<file path="config.mk">
export PLATFORM = sky130hd
export DESIGN_NAME = boot_frame_parser
export DESIGN_NICKNAME = d
export VERILOG_FILES = /design/src/rtl/boot_frame_parser.sv
export SDC_FILE = /design/constraint.sdc
export NUM_CORES = 1
export LEC_CHECK = 0
export ABC_AREA = 0
export BUFFER_PORTS_ARGS = -buffer_cell sky130_fd_sc_hd__clkbuf_2
export CORE_MARGIN = 2
export CORE_UTILIZATION = 35
export DETAILED_ROUTE_END_ITERATION = 8
export PLACE_DENSITY_LB_ADDON = 0.08
export REMOVE_ABC_BUFFERS = 1
export SYNTH_ARGS = -nofsm -noshare
export SYNTH_HDL_FRONTEND = slang
export SYNTH_SLANG_ARGS = --single-unit
</file>
<file path="constraint.sdc">
create_clock -name cpu_clk -period 2.7 [get_ports cpu_clk]
set_clock_uncertainty 0.1 [all_clocks]
set_input_delay 0.54 -clock cpu_clk [delete_from_list [all_inputs] [get_ports cpu_clk]]
set_output_delay 0.54 -clock cpu_clk [all_outputs]
set_load 0.05 [all_outputs]
</file>
<file path="src/rtl/boot_frame_parser.sv">
// Framed boot-image parser: pops bytes from a FWFT FIFO, checks length and checksum,
// and writes little-endian 32-bit words into instruction memory.
module boot_frame_parser #(
    parameter int unsigned IMEM_DEPTH     = 1024,
    parameter int unsigned ADDR_WIDTH     = 10,
    parameter logic [7:0]  SYNC_BYTE      = 8'hA5,
    parameter int unsigned TIMEOUT_CYCLES = 100_000_000
) (
    input  logic                  cpu_clk,
    input  logic                  cpu_rst_n,
    input  logic [7:0]            fifo_rd_data,
    input  logic                  fifo_empty,
    output logic                  fifo_rd_en,
    output logic [31:0]           imem_wr_data,
    output logic [ADDR_WIDTH-1:0] imem_wr_addr,
    output logic                  imem_wr_en,
    output logic                  boot_done,
    output logic                  boot_error,
    output logic [1:0]            error_code,
    output logic [ADDR_WIDTH:0]   word_count
);

    localparam int unsigned CNT_W = ADDR_WIDTH + 1;
    localparam int unsigned TMO_W = $clog2(TIMEOUT_CYCLES + 1);

    localparam logic [1:0] ERR_LEN = 2'b01;
    localparam logic [1:0] ERR_CHK = 2'b10;
    localparam logic [1:0] ERR_TMO = 2'b11;

    typedef enum logic [2:0] {
        ST_IDLE,
        ST_LEN_LO,
        ST_LEN_HI,
        ST_PAYLOAD,
        ST_CHECK,
        ST_DONE,
        ST_ERROR
    } state_e;

    state_e               state_q, state_d;
    logic [7:0]           len_lo_q, len_lo_d;
    logic [CNT_W-1:0]     len_q, len_d;
    logic [CNT_W-1:0]     idx_q, idx_d;
    logic [1:0]           lane_q, lane_d;
    logic [23:0]          shift_q, shift_d;
    logic [7:0]           sum_q, sum_d;
    logic [TMO_W-1:0]     tmo_q, tmo_d;
    logic                 wr_en_q, wr_en_d;
    logic [ADDR_WIDTH-1:0] wr_addr_q, wr_addr_d;
    logic [31:0]          wr_data_q, wr_data_d;
    logic                 done_q, done_d;
    logic                 err_q, err_d;
    logic [1:0]           code_q, code_d;

    logic        in_frame;
    logic        consume;
    logic [15:0] frame_len;
    logic        len_bad;
    logic [7:0]  sum_next;
    logic        last_word;
    logic        tmo_hit;

    assign in_frame  = (state_q == ST_LEN_LO) || (state_q == ST_LEN_HI) ||
                       (state_q == ST_PAYLOAD) || (state_q == ST_CHECK);
    assign fifo_rd_en = !fifo_empty && ((state_q == ST_IDLE) || in_frame);
    assign consume   = fifo_rd_en;
    assign frame_len = {fifo_rd_data, len_lo_q};
    assign len_bad   = (frame_len == 16'd0) || (frame_len > 16'(IMEM_DEPTH));
    assign sum_next  = sum_q + fifo_rd_data;
    assign last_word = (idx_q == len_q - CNT_W'(1));
    // Timeout fires on the cycle the idle-gap counter would reach the limit.
    assign tmo_hit   = in_frame && !consume && (tmo_q == TMO_W'(TIMEOUT_CYCLES - 1));

    // State register
    always_ff @(posedge cpu_clk or negedge cpu_rst_n) begin
        if (!cpu_rst_n) begin
            state_q <= ST_IDLE;
        end else begin
            state_q <= state_d;
        end
    end

    // Next-state logic
    always_comb begin
        state_d = state_q;
        if (tmo_hit) begin
            state_d = ST_ERROR;
        end else begin
            case (state_q)
                ST_IDLE:    if (consume && fifo_rd_data == SYNC_BYTE) state_d = ST_LEN_LO;
                ST_LEN_LO:  if (consume) state_d = ST_LEN_HI;
                ST_LEN_HI:  if (consume) state_d = len_bad ? ST_ERROR : ST_PAYLOAD;
                ST_PAYLOAD: if (consume && lane_q == 2'd3 && last_word) state_d = ST_CHECK;
                ST_CHECK:   if (consume) state_d = (sum_next == 8'h00) ? ST_DONE : ST_ERROR;
                default:    state_d = state_q;
            endcase
        end
    end

    // Datapath and output next values
    always_comb begin
        len_lo_d  = len_lo_q;
        len_d     = len_q;
        idx_d     = idx_q;
        lane_d    = lane_q;
        shift_d   = shift_q;
        sum_d     = sum_q;
        tmo_d     = tmo_q;
        wr_en_d   = 1'b0;
        wr_addr_d = wr_addr_q;
        wr_data_d = wr_data_q;
        done_d    = done_q;
        err_d     = err_q;
        code_d    = code_q;

        if (state_q == ST_IDLE) begin
            sum_d = 8'h00;
            tmo_d = '0;
        end else if (in_frame) begin
            tmo_d = consume ? '0 : tmo_q + TMO_W'(1);
        end

        if (tmo_hit) begin
            err_d  = 1'b1;
            code_d = ERR_TMO;
        end else if (consume) begin
            case (state_q)
                ST_LEN_LO: begin
                    len_lo_d = fifo_rd_data;
                    sum_d    = sum_next;
                end
                ST_LEN_HI: begin
                    sum_d  = sum_next;
                    len_d  = CNT_W'(frame_len);
                    idx_d  = '0;
                    lane_d = 2'd0;
                    if (len_bad) begin
                        err_d  = 1'b1;
                        code_d = ERR_LEN;
                    end
                end
                ST_PAYLOAD: begin
                    sum_d  = sum_next;
                    lane_d = lane_q + 2'd1;
                    if (lane_q == 2'd3) begin
                        wr_en_d   = 1'b1;
                        wr_addr_d = idx_q[ADDR_WIDTH-1:0];
                        wr_data_d = {fifo_rd_data, shift_q};
                        idx_d     = idx_q + CNT_W'(1);
                    end else begin
                        shift_d = {fifo_rd_data, shift_q[23:8]};
                    end
                end
                ST_CHECK: begin
                    if (sum_next == 8'h00) begin
                        done_d = 1'b1;
                    end else begin
                        err_d  = 1'b1;
                        code_d = ERR_CHK;
                    end
                end
                default: ;
            endcase
        end
    end

    // Datapath registers
    always_ff @(posedge cpu_clk or negedge cpu_rst_n) begin
        if (!cpu_rst_n) begin
            len_lo_q  <= '0;
            len_q     <= '0;
            idx_q     <= '0;
            lane_q    <= '0;
            shift_q   <= '0;
            sum_q     <= '0;
            tmo_q     <= '0;
            wr_en_q   <= 1'b0;
            wr_addr_q <= '0;
            wr_data_q <= '0;
            done_q    <= 1'b0;
            err_q     <= 1'b0;
            code_q    <= '0;
        end else begin
            len_lo_q  <= len_lo_d;
            len_q     <= len_d;
            idx_q     <= idx_d;
            lane_q    <= lane_d;
            shift_q   <= shift_d;
            sum_q     <= sum_d;
            tmo_q     <= tmo_d;
            wr_en_q   <= wr_en_d;
            wr_addr_q <= wr_addr_d;
            wr_data_q <= wr_data_d;
            done_q    <= done_d;
            err_q     <= err_d;
            code_q    <= code_d;
        end
    end

    assign imem_wr_en   = wr_en_q;
    assign imem_wr_addr = wr_addr_q;
    assign imem_wr_data = wr_data_q;
    assign boot_done    = done_q;
    assign boot_error   = err_q;
    assign error_code   = code_q;
    assign word_count   = idx_q;

endmodule

</file>
# After elaboration in Yosys (flattened, before gate mapping)
# Index checks and enable logic that the tools add are counted.
[classes]
n_eq_ne = 16
addsub = 5
n_reduce_logical = 31
order_cmp = 1
bitwise = 2
mux = 33
[op_table]
columns = ["op", "count"]
rows = [
  ["27-bit 2-to-1 mux", 3],
  ["8-bit 2-to-1 mux", 4],
  ["27-bit by 1-bit adder with 27-bit output (second input constant)", 1],
  ["27-bit == test (second input constant)", 1],
  ["11-bit case mux with 2 select lines", 1],
  ["3-bit 2-to-1 mux", 7],
  ["4-bit AND reduction", 5],
  ["3-bit != test (second input constant)", 6],
  ["16-bit by 11-bit > comparator with 1-bit output (second input constant)", 1],
  ["16-bit zero test", 1],
  ["3-bit case mux with 5 select lines", 1],
  ["11-bit by 1-bit adder with 11-bit output (second input constant)", 1],
  ["11-bit == test", 1],
  ["11-bit 2-to-1 mux", 1],
  ["11-bit by 1-bit subtractor with 11-bit output (second input constant)", 1],
  ["2-bit 2-to-1 mux", 5],
  ["3-bit AND reduction", 3],
  ["8-bit adder", 1],
  ["8-bit == test (second input constant)", 1],
  ["8-bit zero test", 1],
  ["1-bit 2-to-1 mux", 8],
  ["2-bit case mux with 2 select lines", 2],
  ["3-bit by 2-bit == test with 1-bit output (second input constant)", 2],
  ["1-bit logical AND", 6],
  ["other kinds (16)", 24],
]
[word_totals]
reg_bits = 141
inputBits = 11
wordCells = 102

# Logic depth before layout (Yosys ltp)
# Gate-level depths: netlist (run 1).
[depth]
ltp_word = 11
mapped_depth = 9

# Worst setup path before layout (run 1)
# No wires, ideal clock.
[synth_timing]
kind = "in2reg"
start = "in fifo_rd_data[0]"
end = "reg err_q (netlist: boot_error)"
path_buffers = 0
arrival_time_ns = 2.740
path_slack_ns = -0.264
t_required_ns = 2.476
cell_stages = 9
setup_ns = 0.124
cell_sequence = "ha_1 inv_1 fa_1 nand2b_1 a21oi_1 o311ai_0 or4b_1 or3_1 a211o_1"
[synth_via]
elab_chain_cells = 4
word_cells_on_any_way = 8
[synth_rtl]
columns = ["item", "line", "rtl"]
rows = [
  ["start: declaration", "11", "input logic [7:0] fifo_rd_data,"],
  ["8-bit adder (tied with other cells)", "69", "assign sum_next = sum_q + fifo_rd_data;"],
  ["8-bit zero test or 1-bit logical OR (tied branches)", "155, 68", ""],
  ["3-bit != test (no source line)", "--", ""],
  ["4-bit AND reduction (no source line) (*)", "--", ""],
  ["end signal: assignment", "195", "err_q <= err_d;"],
  ["end: declaration", "52", "logic err_q, err_d;"],
]
# Mark *: on every way between the ends. The rest lies on a longest branch, timed or not.
# A chain may end at the register's enable or synchronous reset.

# Worst setup path after layout (run 1)
[layout_timing]
start = "reg sum_q[0]"
end = "reg err_q (netlist: boot_error)"
[layout_via]
elab_chain_cells = 4
[layout_rtl]
columns = ["item", "line", "rtl"]
rows = [
  ["start: declaration", "46", "logic [7:0] sum_q, sum_d;"],
  ["start signal: assignment", "189", "sum_q <= sum_d;"],
  ["8-bit adder", "69", ""],
  ["8-bit zero test", "155", "if (sum_next == 8'h00) begin"],
  ["3-bit != test (no source line)", "--", ""],
  ["4-bit AND reduction (no source line)", "--", ""],
]
# No other way between the ends.

==> summary.txt, run 1 <==
Setup path
  – Crit-path cells: ha_2 -> inv_2 -> fa_2 -> buf_6 -> xor2_2 -> nand3b_1 -> a21oi_2 -> or4b_4 -> or3_4 -> a211o_1
  – R2r endpoint: boot_error$_DFFE_PN0P_
  – Worst path depth: 10
  – Critical path class: flip-flop to flip-flop
  – Reg-to-Reg Start: sum_q[0]$_DFF_PN0_
  – CP Launch Point: sum_q[0]$_DFF_PN0_
  – CP Buf/Inv Count: 2
  – R2r setup slk: -0.10 ns
  – FF-to-FF path depth: 10
  – Worst Setup EP: boot_error$_DFFE_PN0P_
  – Worst EP required: 2.90 ns
  – Slowest CP cell: or4b_4
  – CP max FO: 2
  – Crit path launch type: flip-flop
  – CP max stage delay: around 0.5 ns
  – Crit. End Element: flip-flop
  – Crit path DAT: roughly 3.0 ns
  – Worst path top cell family by delay: simple AND/OR/NAND/NOR gates

Floorplan
  – I/O pin count: 70
  – Die W: between 100 and 150 um
  – Core area: 0.0188 mm^2
  – Die area: between 0.02 and 0.025 mm^2
  – Die height: ~140 um
  – Initial Utilization: 0.359
  – FP Rows: 50

Clocking
  – TritonCTS buffer count: 17
  – Post-CTS Setup Inserts: 0
  – Worst-Skew Late Latency: between 0.4 and 0.5 ns
  – Sink Count: between 100 and 150
  – Root buf cell: clkbuf_16
  – Clock transition at the registers of the reported paths: 0.06 ns
  – Longest Clk Path Bufs: 2
  – H-tree levels: 4
  – CTS tree: done

Route
  – DR vias/cell: ~5
  – Wire length per cell: 15.4 um
  – Iteration-0 DRC Markers: 243
  – Detailed-route wire length: 16100 um
  – First-pass detailed-route iteration total: 4
  – Via Count: 5295
  – Post-route ant nets: 0
  – Drt drc: 0

STA
  – Slew margin rel.: 0.487
  – Tmin final: 2.80 ns
  – RSZ-0062 raised after global routing: yes
  – Maximum operating frequency: about 360 MHz
  – Final Cycle Share: 1.04
  – Setup ws final: -0.103 ns
  – Actual slew at the worst max-slew pin: roughly 0.76 ns
  – Final hold viol count: 0
  – Setup TNS: -0.175 ns
  – Pins Over Slew Limit: 0
  – Final Setup Violations: 2

Synthesis
  – Async set-reset flop share out of synthesis: 1.00
  – Yosys warning total: 0
  – Seq/Total Area, Yosys: 0.523
  – Syn_area_per_cell: 10.3 um^2
  – Distinct cells, synth: between 50 and 60
  – Synthesized area: 0.00675 mm^2
  – Mapped Cells: between 600 and 700
  – Flops & latches, synth: 141
  – Number of synthesized flops with an enable pin: 0
  – Top FF cell, synth: dfrtp_1

GRT
  – First-pass GRT wire length: roughly 27000 um
  – Largest net degree at the start of global routing: 61
  – Initial antenna violation count: 0
  – Global route overflow: 0
  – Gr usage total: 0.169
  – Vias in the first global route: 5384

Power
  – Internal power: around 4.4 mW
  – Combinational power share: 0.248
  – Net switching fraction of the power: 0.300
  – Tot Pwr: between 6 and 7 mW
  – Clock share of power: 0.352
  – Pwr/cell area: about 750 mW/mm^2
  – NetSw: ~1.9 mW
  – Leakage: roughly 4.1 nW
  – Sequential power share: 0.400
  – Worst VDD drop: between 0.5 and 0.6 mV

Outcome
  – Failing checks: setup timing
  – Status: complete, but fails checks

Place
  – DP Cell Count: ~1.0k
  – Placer Congestion: approximately 0.83
  – IO buf count: around 70
  – Final HPWL from detailed placement: ~11000 um
  – Placement Setup Slack: -0.547 ns

Flow run
  – Max_cap viols: 0

Cells and area
  – # fillers: between 1.5k and 2k
  – Most common library cell in the layout ignoring fill and taps: dfrtp_1
  – Total Nets Final: 796
  – Share of layout cells above drive strength 1: 0.290
  – Most frequent cells in the layout: dfrtp_1 (141), nand2_1 (114), clkbuf_2 (68)
  – FF+latch area: roughly 0.0035 mm^2
  – Ant diodes: 0
  – Final core occ: 0.447
  – Multi-input logic area: approximately 0.0031 mm^2
  – Post-route insts no fill: 1043
  – Area Overhead vs Synth: 24.6%

Hold path
  – Worst hold path type: flip-flop to flip-flop
-- Yosys cell counts, drive strengths merged, types with 11 or more instances --
cell type | count | share of area
nor2 | 30 | 0.017
clkbuf | 27 | 0.015
o21ai | 51 | 0.038
dfrtp | 141 | 0.52
a21oi | 22 | 0.016
mux2 | 56 | 0.093
xor2 | 13 | 0.017
xnor2 | 14 | 0.018
nand3 | 18 | 0.013
nand4 | 18 | 0.017
inv | 14 | 0.0078
nand2 | 114 | 0.063
ha | 11 | 0.020
-- power by group through the flow --
stage,logic [mW],clock network (mW),registers (mW)
2_1_floorplan,0.824,0,2.59
3_3_place_gp,1.44,0,2.56
3_5_place_dp,1.46,0,2.56
4_1_cts,1.53,2.30,2.53
5_1_grt,1.74,2.39,2.57
6_report,1.57,2.23,2.53
-- sequential cells by signal (all words and copies together) (netlist names), 2 cells and up --
| register | count |
|---|---|
| imem_wr_data | 32 |
| tmo_q | 27 |
| shift_q | 24 |
| len_q | 11 |
| word_count | 11 |
| imem_wr_addr | 10 |
| len_lo_q | 8 |
| sum_q | 8 |
| state_q | 3 |
| error_code | 2 |
| lane_q | 2 |
-- routing by layer --
layer	up-vias	part of all wire	global-route usage	wire length, um
met5	-	0	0	0
li1	2582	-	-	-
met2	89	0.48	0.282	7770
met3	20	0.029	0.0309	458
met1	2604	0.47	0.221	7540
met4	0	0.018	0.0599	296
-- metrics by stage --
step           hold WS (ns)  cell area, um^2
6_report              0.369             8410
5_1_grt               0.399             8410
4_1_cts               0.376             8390
3_5_place_dp          0.361             7780
3_3_place_gp          0.357             7780
2_1_floorplan         0.144             6650
-- final cells by class --
| class | count | share of cell area |
|---|---|---|
| Clock buffer | 18 | 0.0510 |
| Clock inverter | 11 | 0.0144 |
| Inverter | 15 | 0.00669 |
| Multi-Input combinational cell | 472 | 0.372 |
| Sequential cell | 141 | 0.419 |
| Tap cell | 260 | 0.0387 |
| Timing Repair Buffer | 126 | 0.0979 |
-- timing repair --
action                                  CTS  global route
pin swaps                                 3             1
hold buffers                              1             0
gates cloned                              0             0
endpoints found under the setup margin    4             5
resized for setup                        12             5
endpoints found under the hold margin     1             0
-- worst min-delay path by stage --
stage / from / slack (ns) / cells after the start / end
2_1_floorplan: cpu_rst_n / 0.14 / 0 / boot_done$_DFFE_PN0P_
5_1_grt: shift_q[0]$_DFFE_PN0P_ / 0.40 / 2 / imem_wr_data[0]$_DFFE_PN0P_
3_5_place_dp: shift_q[2]$_DFFE_PN0P_ / 0.36 / 2 / imem_wr_data[2]$_DFFE_PN0P_
6_report: shift_q[4]$_DFFE_PN0P_ / 0.37 / 2 / imem_wr_data[4]$_DFFE_PN0P_
4_1_cts: shift_q[2]$_DFFE_PN0P_ / 0.38 / 2 / imem_wr_data[2]$_DFFE_PN0P_
3_3_place_gp: shift_q[2]$_DFFE_PN0P_ / 0.36 / 2 / imem_wr_data[2]$_DFFE_PN0P_
-- kinds of logic (layout without fill, tap and decap cells) --
family,count (synthesis),count (layout),share of synthesized area
fa+ha+maj,12,12,0.0233
xor+xnor,27,27,0.0350
flops,141,141,0.523
buf+inv,43,170,0.0239
compound gates,131,131,0.126
mux,57,57,0.0949
simple gates,245,245,0.174
-- worst min-delay path, cell delays in order (launching register included) --
cell	delay [ns]
dfrtp_1	0.34
nand2_1	0.05
nand2_1	0.05
Power figures use the tool's default switching activity.
==> run 2: changes to the inputs <==
CORE_UTILIZATION = 53   (was 35)
clock period = 2.5 ns   (was 2.7 ns; I/O delays follow)
==> run 2 against run 1 <==
Compared with the run above: the flow still finishes with violations (setup timing); first-iteration DRC count grew 36%; final cell count shrank 7.7%; via count grew 2.7%; combinational power grew 29%; register-to-register slack lost 0.17 ns; non-clock buffer count grew 5; maximum frequency grew 1.0%; cell area grew 1.1%; critical path type unchanged; highest routed layer unchanged.
==> summary.txt, run 2 (same netlist as run 1, synthesis figures left out) <==
Outcome
  – Status: complete, but fails checks
  – Failing checks: setup timing

Route
  – Post-route ant nets: 0 (unchanged)
  – Detailed-route wire length: 15700 um (-2.4%)
  – First-pass detailed-route iteration total: 5 (+1)
  – Drt drc: 0 (unchanged)
  – Via Count: 5440 (+2.7%)
  – Iteration-0 DRC Markers: 330 (+36%)
  – Wire length per cell: 16.3 um (+5.7%)
  – DR vias/cell: 5.65 (+11%)

Power
  – Tot Pwr: 7.31 mW (+16%)
  – Worst VDD drop: 0.682 mV (+35%)
  – Leakage: 4.16 nW (+1.4%)
  – Pwr/cell area: 860 mW/mm^2 (+14%)

Clocking
  – Sink Count: 141 (unchanged)
  – Longest Clk Path Bufs: 2 (unchanged)
  – Worst-Skew Late Latency: 0.42 ns (about the same)
  – CTS tree: done
  – TritonCTS buffer count: 17 (unchanged)
  – Clock transition at the registers of the reported paths: 0.06 ns (about the same)
  – Root buf cell: clkbuf_16
  – H-tree levels: 4 (unchanged)

Setup path
  – CP Buf/Inv Count: 0 (-2)
  – Crit-path cells: ha_1 -> nor2b_1 -> a221oi_2 -> o311ai_4 -> or4b_4 -> or3_4 -> a211o_1
  – CP max stage delay: 0.52 ns (+0.02 ns)
  – CP max FO: 4 (+2)
  – R2r setup slk: -0.27 ns (-0.17 ns)
  – Worst path top cell family by delay: simple AND/OR/NAND/NOR gates
  – Worst path depth: 7 (-3)
  – Slowest CP cell: or4b_4
  – Crit. End Element: flip-flop
  – Worst EP required: 2.71 ns (-0.19 ns)
  – Crit path DAT: 2.98 ns (-0.02 ns)
  – Critical path class: flip-flop to flip-flop
  – Crit path launch type: flip-flop
  – FF-to-FF path depth: 7 (-3)

GRT
  – Global route overflow: 0 (unchanged)
  – Largest net degree at the start of global routing: 60 (-1.6%)
  – First-pass GRT wire length: 25400 um (-6.6%)
  – Vias in the first global route: 5227 (-2.9%)
  – Gr usage total: 0.240 (+0.0714)
  – Initial antenna violation count: 0 (unchanged)

Cells and area
  – FF+latch area: 0.00353 mm^2 (unchanged)
  – Total Nets Final: 801 (+0.63%)
  – Multi-input logic area: 0.00323 mm^2 (+3.3%)
  – Ant diodes: 0 (unchanged)
  – # fillers: 1039 (-44%)
  – Area Overhead vs Synth: 26.0%
  – Share of layout cells above drive strength 1: 0.307 (+0.0173)
  – Most frequent cells in the layout: dfrtp_1 (141), nand2_1 (114), clkbuf_2 (68)
  – Most common library cell in the layout ignoring fill and taps: dfrtp_1
  – Final core occ: 0.680 (+0.233)
  – Final Instance Area: 0.00851 mm^2 (+1.1%)
  – Max reg flops: 32 (unchanged)

Flow run
  – Max_cap viols: 0 (unchanged)

Place
  – Post-DP Area: 0.00767 mm^2 (-1.4%)
  – IO buf count: 69 (unchanged)
  – Final HPWL from detailed placement: 10700 um (-6.9%)
  – Placer Congestion: 0.845 (+1.7%)

STA
  – Tmin final: 2.77 ns (-0.0284 ns)
  – RSZ-0062 raised after global routing: yes
  – Actual slew at the worst max-slew pin: 0.675 ns (-0.0892 ns)
  – Maximum operating frequency: 360 MHz (+1.0%)
  – Slew margin rel.: 0.547 (+0.0599)
  – Final hold viol count: 0 (unchanged)
  – Setup ws final: -0.274 ns (-0.172 ns)
  – Final Cycle Share: 1.11 (+0.0717)
  – Pins Over Slew Limit: 0 (unchanged)
  – Final Setup Violations: 5 (+3)

Floorplan
  – Core area: 0.0125 mm^2 (-34%)
  – Die area: 0.0137 mm^2 (-33%)
  – Die height: 117 um (-18%)
  – Initial Utilization: 0.539 (+0.181)
  – I/O pin count: 70 (unchanged)
  – Die W: 117 um (-18%)
  – FP Rows: 41 (-18%)

Hold path
  – Worst hold path type: flip-flop to flip-flop
  – Hold path cells: 2 (unchanged)
[run 2: repair_timing]
item / in CTS / in global routing
pin swaps: 9 / 7
resized for setup: 20 / 12
endpoints found under the hold margin: 55 / 0
hold buffers: 1 / 0
endpoints found under the setup margin: 6 / 6
cloned: 0 / 0
buffers inserted: 5 / 4
[run 2: power breakdown]
part	total [mW]	switching [mW]	internal [mW]	leakage, nW
Combinational	2.02	0.997	1.02	1.95
Sequential	2.75	0.243	2.51	1.92
Clock	2.55	0.968	1.58	0.285
[run 2: metrics by stage]
stage / setup slack, ns / TNS [ns] / hold WS (ns) / std cells
6_report: -0.274 / -0.621 / 0.374 / 963
3_3_place_gp: -0.607 / -2.73 / 0.351 / 923
3_5_place_dp: -0.728 / -3.59 / 0.356 / 923
5_1_grt: -0.372 / -1.18 / 0.393 / 963
2_1_floorplan: -0.463 / -14.12 / 0.104 / 628
4_1_cts: -0.210 / -0.340 / 0.372 / 960
[run 2: final timing paths]
path / startpoint / end
min reg2reg: imem_wr_data[1]$_DFFE_PN0P_ / imem_wr_data[1]$_DFFE_PN0P_
max: sum_q[6]$_DFF_PN0_ / boot_error$_DFFE_PN0P_
max reg2reg: sum_q[6]$_DFF_PN0_ / boot_error$_DFFE_PN0P_
min in group asynchronous: cpu_rst_n / imem_wr_addr[6]$_DFFE_PN0P_
max in group asynchronous: cpu_rst_n / tmo_q[21]$_DFFE_PN0N_
min: imem_wr_data[1]$_DFFE_PN0P_ / imem_wr_data[1]$_DFFE_PN0P_
[run 2: routing by layer]
metal,global-route usage,vias to the layer above,routed length (um)
met2,0.399,156,7680
met3,0.0566,27,715
met4,0.0863,0,316
met5,0,-,0
met1,0.310,2657,6950
li1,-,2600,-
[run 2: worst register-to-register path, stage by stage, from the launching register on]
cell and delay (ns):
dfrtp_1 0.38, ha_1 0.35, nor2b_1 0.08, a221oi_2 0.40, o311ai_4 0.18, or4b_4 0.52
or3_4 0.34, a211o_1 0.30
[run 2: area by class of cell]
class | count | area share
Tap cell | 172 | 0.0253
Timing Repair Buffer | 131 | 0.103
Inverter | 15 | 0.00662
Sequential cell | 141 | 0.415
Clock buffer | 20 | 0.0513
Clock inverter | 12 | 0.0191
Multi-Input combinational cell | 472 | 0.380
==> run 3: changes to the inputs <==
CORE_UTILIZATION = 59   (was 53)
clock period = 2.9 ns   (was 2.5 ns; I/O delays follow)
==> run 3 against run 2 <==
Compared with the run above: global-route usage grew 1.5 points; clock power decreased by 10%; flip-flop and latch count unchanged; clock-buffer cell count is the same; hold slack got worse by 0.011 ns; largest power group unchanged; sequential share of layout area grew 1.6 points; largest cell class unchanged; critical path depth grew 2; the flow now finishes without violations; final cell count shrank 5.1%; critical path type unchanged; setup slack improved by 0.37 ns; combinational power fell by 31%; first-iteration DRC count up 30%; utilization grew 4.7 points.
==> summary.txt, run 3 (same netlist as run 1, synthesis figures left out) <==
Outcome
  – Status: finished clean

Setup path
  – FF-to-FF path depth: 9 (+2)
  – Crit path DAT: 3.02 ns (+0.04 ns)
  – Crit. End Element: flip-flop
  – Crit-path cells: ha_2 -> inv_1 -> fa_2 -> nand2b_4 -> a21oi_2 -> o311ai_2 -> or4b_4 -> or3_4 -> a211o_1
  – Worst EP required: 3.11 ns (+0.40 ns)
  – CP max stage delay: 0.58 ns (+0.06 ns)
  – Critical path class: flip-flop to flip-flop
  – CP max FO: 3 (-1)
  – Slowest CP cell: or4b_4
  – Crit path launch type: flip-flop

Floorplan
  – FP Rows: 39 (-4.9%)
  – Die W: 111 um (-5.0%)
  – I/O pin count: 70 (unchanged)
  – Core area: 0.0113 mm^2 (-9.9%)
  – Die height: 111 um (-5.0%)
  – Initial Utilization: 0.599 (+0.0596)
  – Die area: 0.0123 mm^2 (-9.8%)

Clocking
  – Sink Count: 141 (unchanged)
  – TritonCTS buffer count: 17 (unchanged)
  – Root buf cell: clkbuf_16
  – H-tree levels: 4 (unchanged)
  – Worst-Skew Late Latency: 0.43 ns (about the same)
  – Longest Clk Path Bufs: 2 (unchanged)
  – CTS tree: done
  – Clock transition at the registers of the reported paths: 0.06 ns (about the same)

Cells and area
  – # fillers: 814 (-22%)
  – Final Instance Area: 0.00819 mm^2 (-3.7%)
  – Most frequent cells in the layout: dfrtp_1 (141), nand2_1 (114), clkbuf_2 (68)
  – Final core occ: 0.727 (+0.0472)
  – Ant diodes: 0 (unchanged)
  – Post-route insts no fill: 914 (-5.1%)
  – Max reg flops: 32 (unchanged)
  – Most common library cell in the layout ignoring fill and taps: dfrtp_1
  – Total Nets Final: 781 (-2.5%)
  – Share of layout cells above drive strength 1: 0.278 (-0.0296)
  – Area Overhead vs Synth: 21.3%

GRT
  – Vias in the first global route: 5216 (-0.21%)
  – Initial antenna violation count: 0 (unchanged)
  – Largest net degree at the start of global routing: 53 (-12%)
  – Global route overflow: 0 (unchanged)
  – First-pass GRT wire length: 25300 um (-0.46%)
  – Gr usage total: 0.255 (+0.0151)

Power
  – Worst VDD drop: 0.501 mV (-27%)
  – Pwr/cell area: 739 mW/mm^2 (-14%)
  – Leakage: 4.05 nW (-2.5%)
  – Tot Pwr: 6.06 mW (-17%)

Route
  – Detailed-route wire length: 15200 um (-3.3%)
  – First-pass detailed-route iteration total: 6 (+1)
  – Drt drc: 0 (unchanged)
  – Post-route ant nets: 0 (unchanged)
  – DR vias/cell: 5.87 (+3.9%)
  – Via Count: 5363 (-1.4%)
  – Iteration-0 DRC Markers: 428 (+30%)
  – Wire length per cell: 16.6 um (+1.9%)

STA
  – Actual slew at the worst max-slew pin: 0.718 ns (+0.0430 ns)
  – Final hold viol count: 0 (unchanged)
  – Final Setup Violations: 0 (-5)
  – Maximum operating frequency: 356 MHz (-1.2%)
  – Tmin final: 2.81 ns (+0.0341 ns)
  – Hold slack: 0.363 ns (-0.0107 ns)
  – Slew margin rel.: 0.518 (-0.0289)
  – Pins Over Slew Limit: 0 (unchanged)
  – Final Cycle Share: 0.968 (-0.141)

Place
  – Post-DP Area: 0.00749 mm^2 (-2.3%)
  – IO buf count: 69 (unchanged)
  – Placer Congestion: 0.867 (+2.7%)
  – DP Cell Count: 880 (-4.7%)
  – Final HPWL from detailed placement: 10400 um (-2.9%)

Hold path
  – Hold path cells: 1 (-1)
  – Worst hold path type: flip-flop to flip-flop

Flow run
  – Max_cap viols: 0 (unchanged)
==> run 3: worst paths after layout <==
kind	end	slack (ns)	start
setup / recovery	boot_error$_DFFE_PN0P_	0.09	sum_q[0]$_DFF_PN0_
max in group asynchronous	imem_wr_data[20]$_DFFE_PN0P_	1.47	cpu_rst_n
setup reg to reg	boot_error$_DFFE_PN0P_	0.09	sum_q[0]$_DFF_PN0_
hold reg to reg	boot_done$_DFFE_PN0P_	0.36	boot_done$_DFFE_PN0P_
hold / removal	boot_done$_DFFE_PN0P_	0.36	boot_done$_DFFE_PN0P_
min in group asynchronous	imem_wr_addr[9]$_DFFE_PN0P_	0.56	cpu_rst_n
==> run 3: area by class of cell <==
| class | instances | area, um^2 | area share |
|---|---|---|---|
| Sequential cell | 141 | 3530 | 0.431 |
| Clock buffer | 20 | 467 | 0.0570 |
| Timing Repair Buffer | 111 | 682 | 0.0832 |
| Tap cell | 143 | 179 | 0.0218 |
| Multi-Input combinational cell | 472 | 3120 | 0.381 |
| Clock inverter | 12 | 161 | 0.0197 |
| Inverter | 15 | 56.3 | 0.00687 |
==> run 3: critical path: cells and delay by family, from the launching register on <==
| family | cells | cell delay [ns] |
|---|---|---|
| flops | 1 | 0.35 |
| fa+ha+maj | 2 | 0.52 |
| buf+inv | 1 | 0.05 |
| compound gates | 3 | 0.58 |
| simple gates | 3 | 1.08 |
==> run 3: power by group <==
group	internal [mW]	total, mW	switching, mW	leakage [nW]
combinational	0.663	1.40	0.741	1.83
clock	1.43	2.29	0.860	0.311
sequential	2.16	2.37	0.207	1.92
total	4.25	6.06	1.81	4.05
==> run 3: metal layers <==
| layer | part of all wire | up-vias | track usage |
|---|---|---|---|
| met5 | 0 | - | 0 |
| met4 | 0.022 | 0 | 0.0933 |
| met3 | 0.046 | 37 | 0.0645 |
| met2 | 0.48 | 138 | 0.401 |
| met1 | 0.45 | 2624 | 0.348 |
| li1 | - | 2564 | - |
==> run 3: what timing repair did <==
item,4_1_cts,5_1_grt
setup endpoints to repair,2,4
hold endpoints to repair,1,0
hold buffers,1,0
resized for setup,0,13
setup buffers,0,1
pin swaps,1,1
==> run 3: per-stage QoR <==
stage	worst slack, ns	setup TNS (ns)
global placement	-0.280	-0.804
CTS	0.00485	0
floorplan	-0.143	-1.96
global route	-0.0138	-0.0138
detailed placement	-0.352	-1.16
finish	0.0917	0
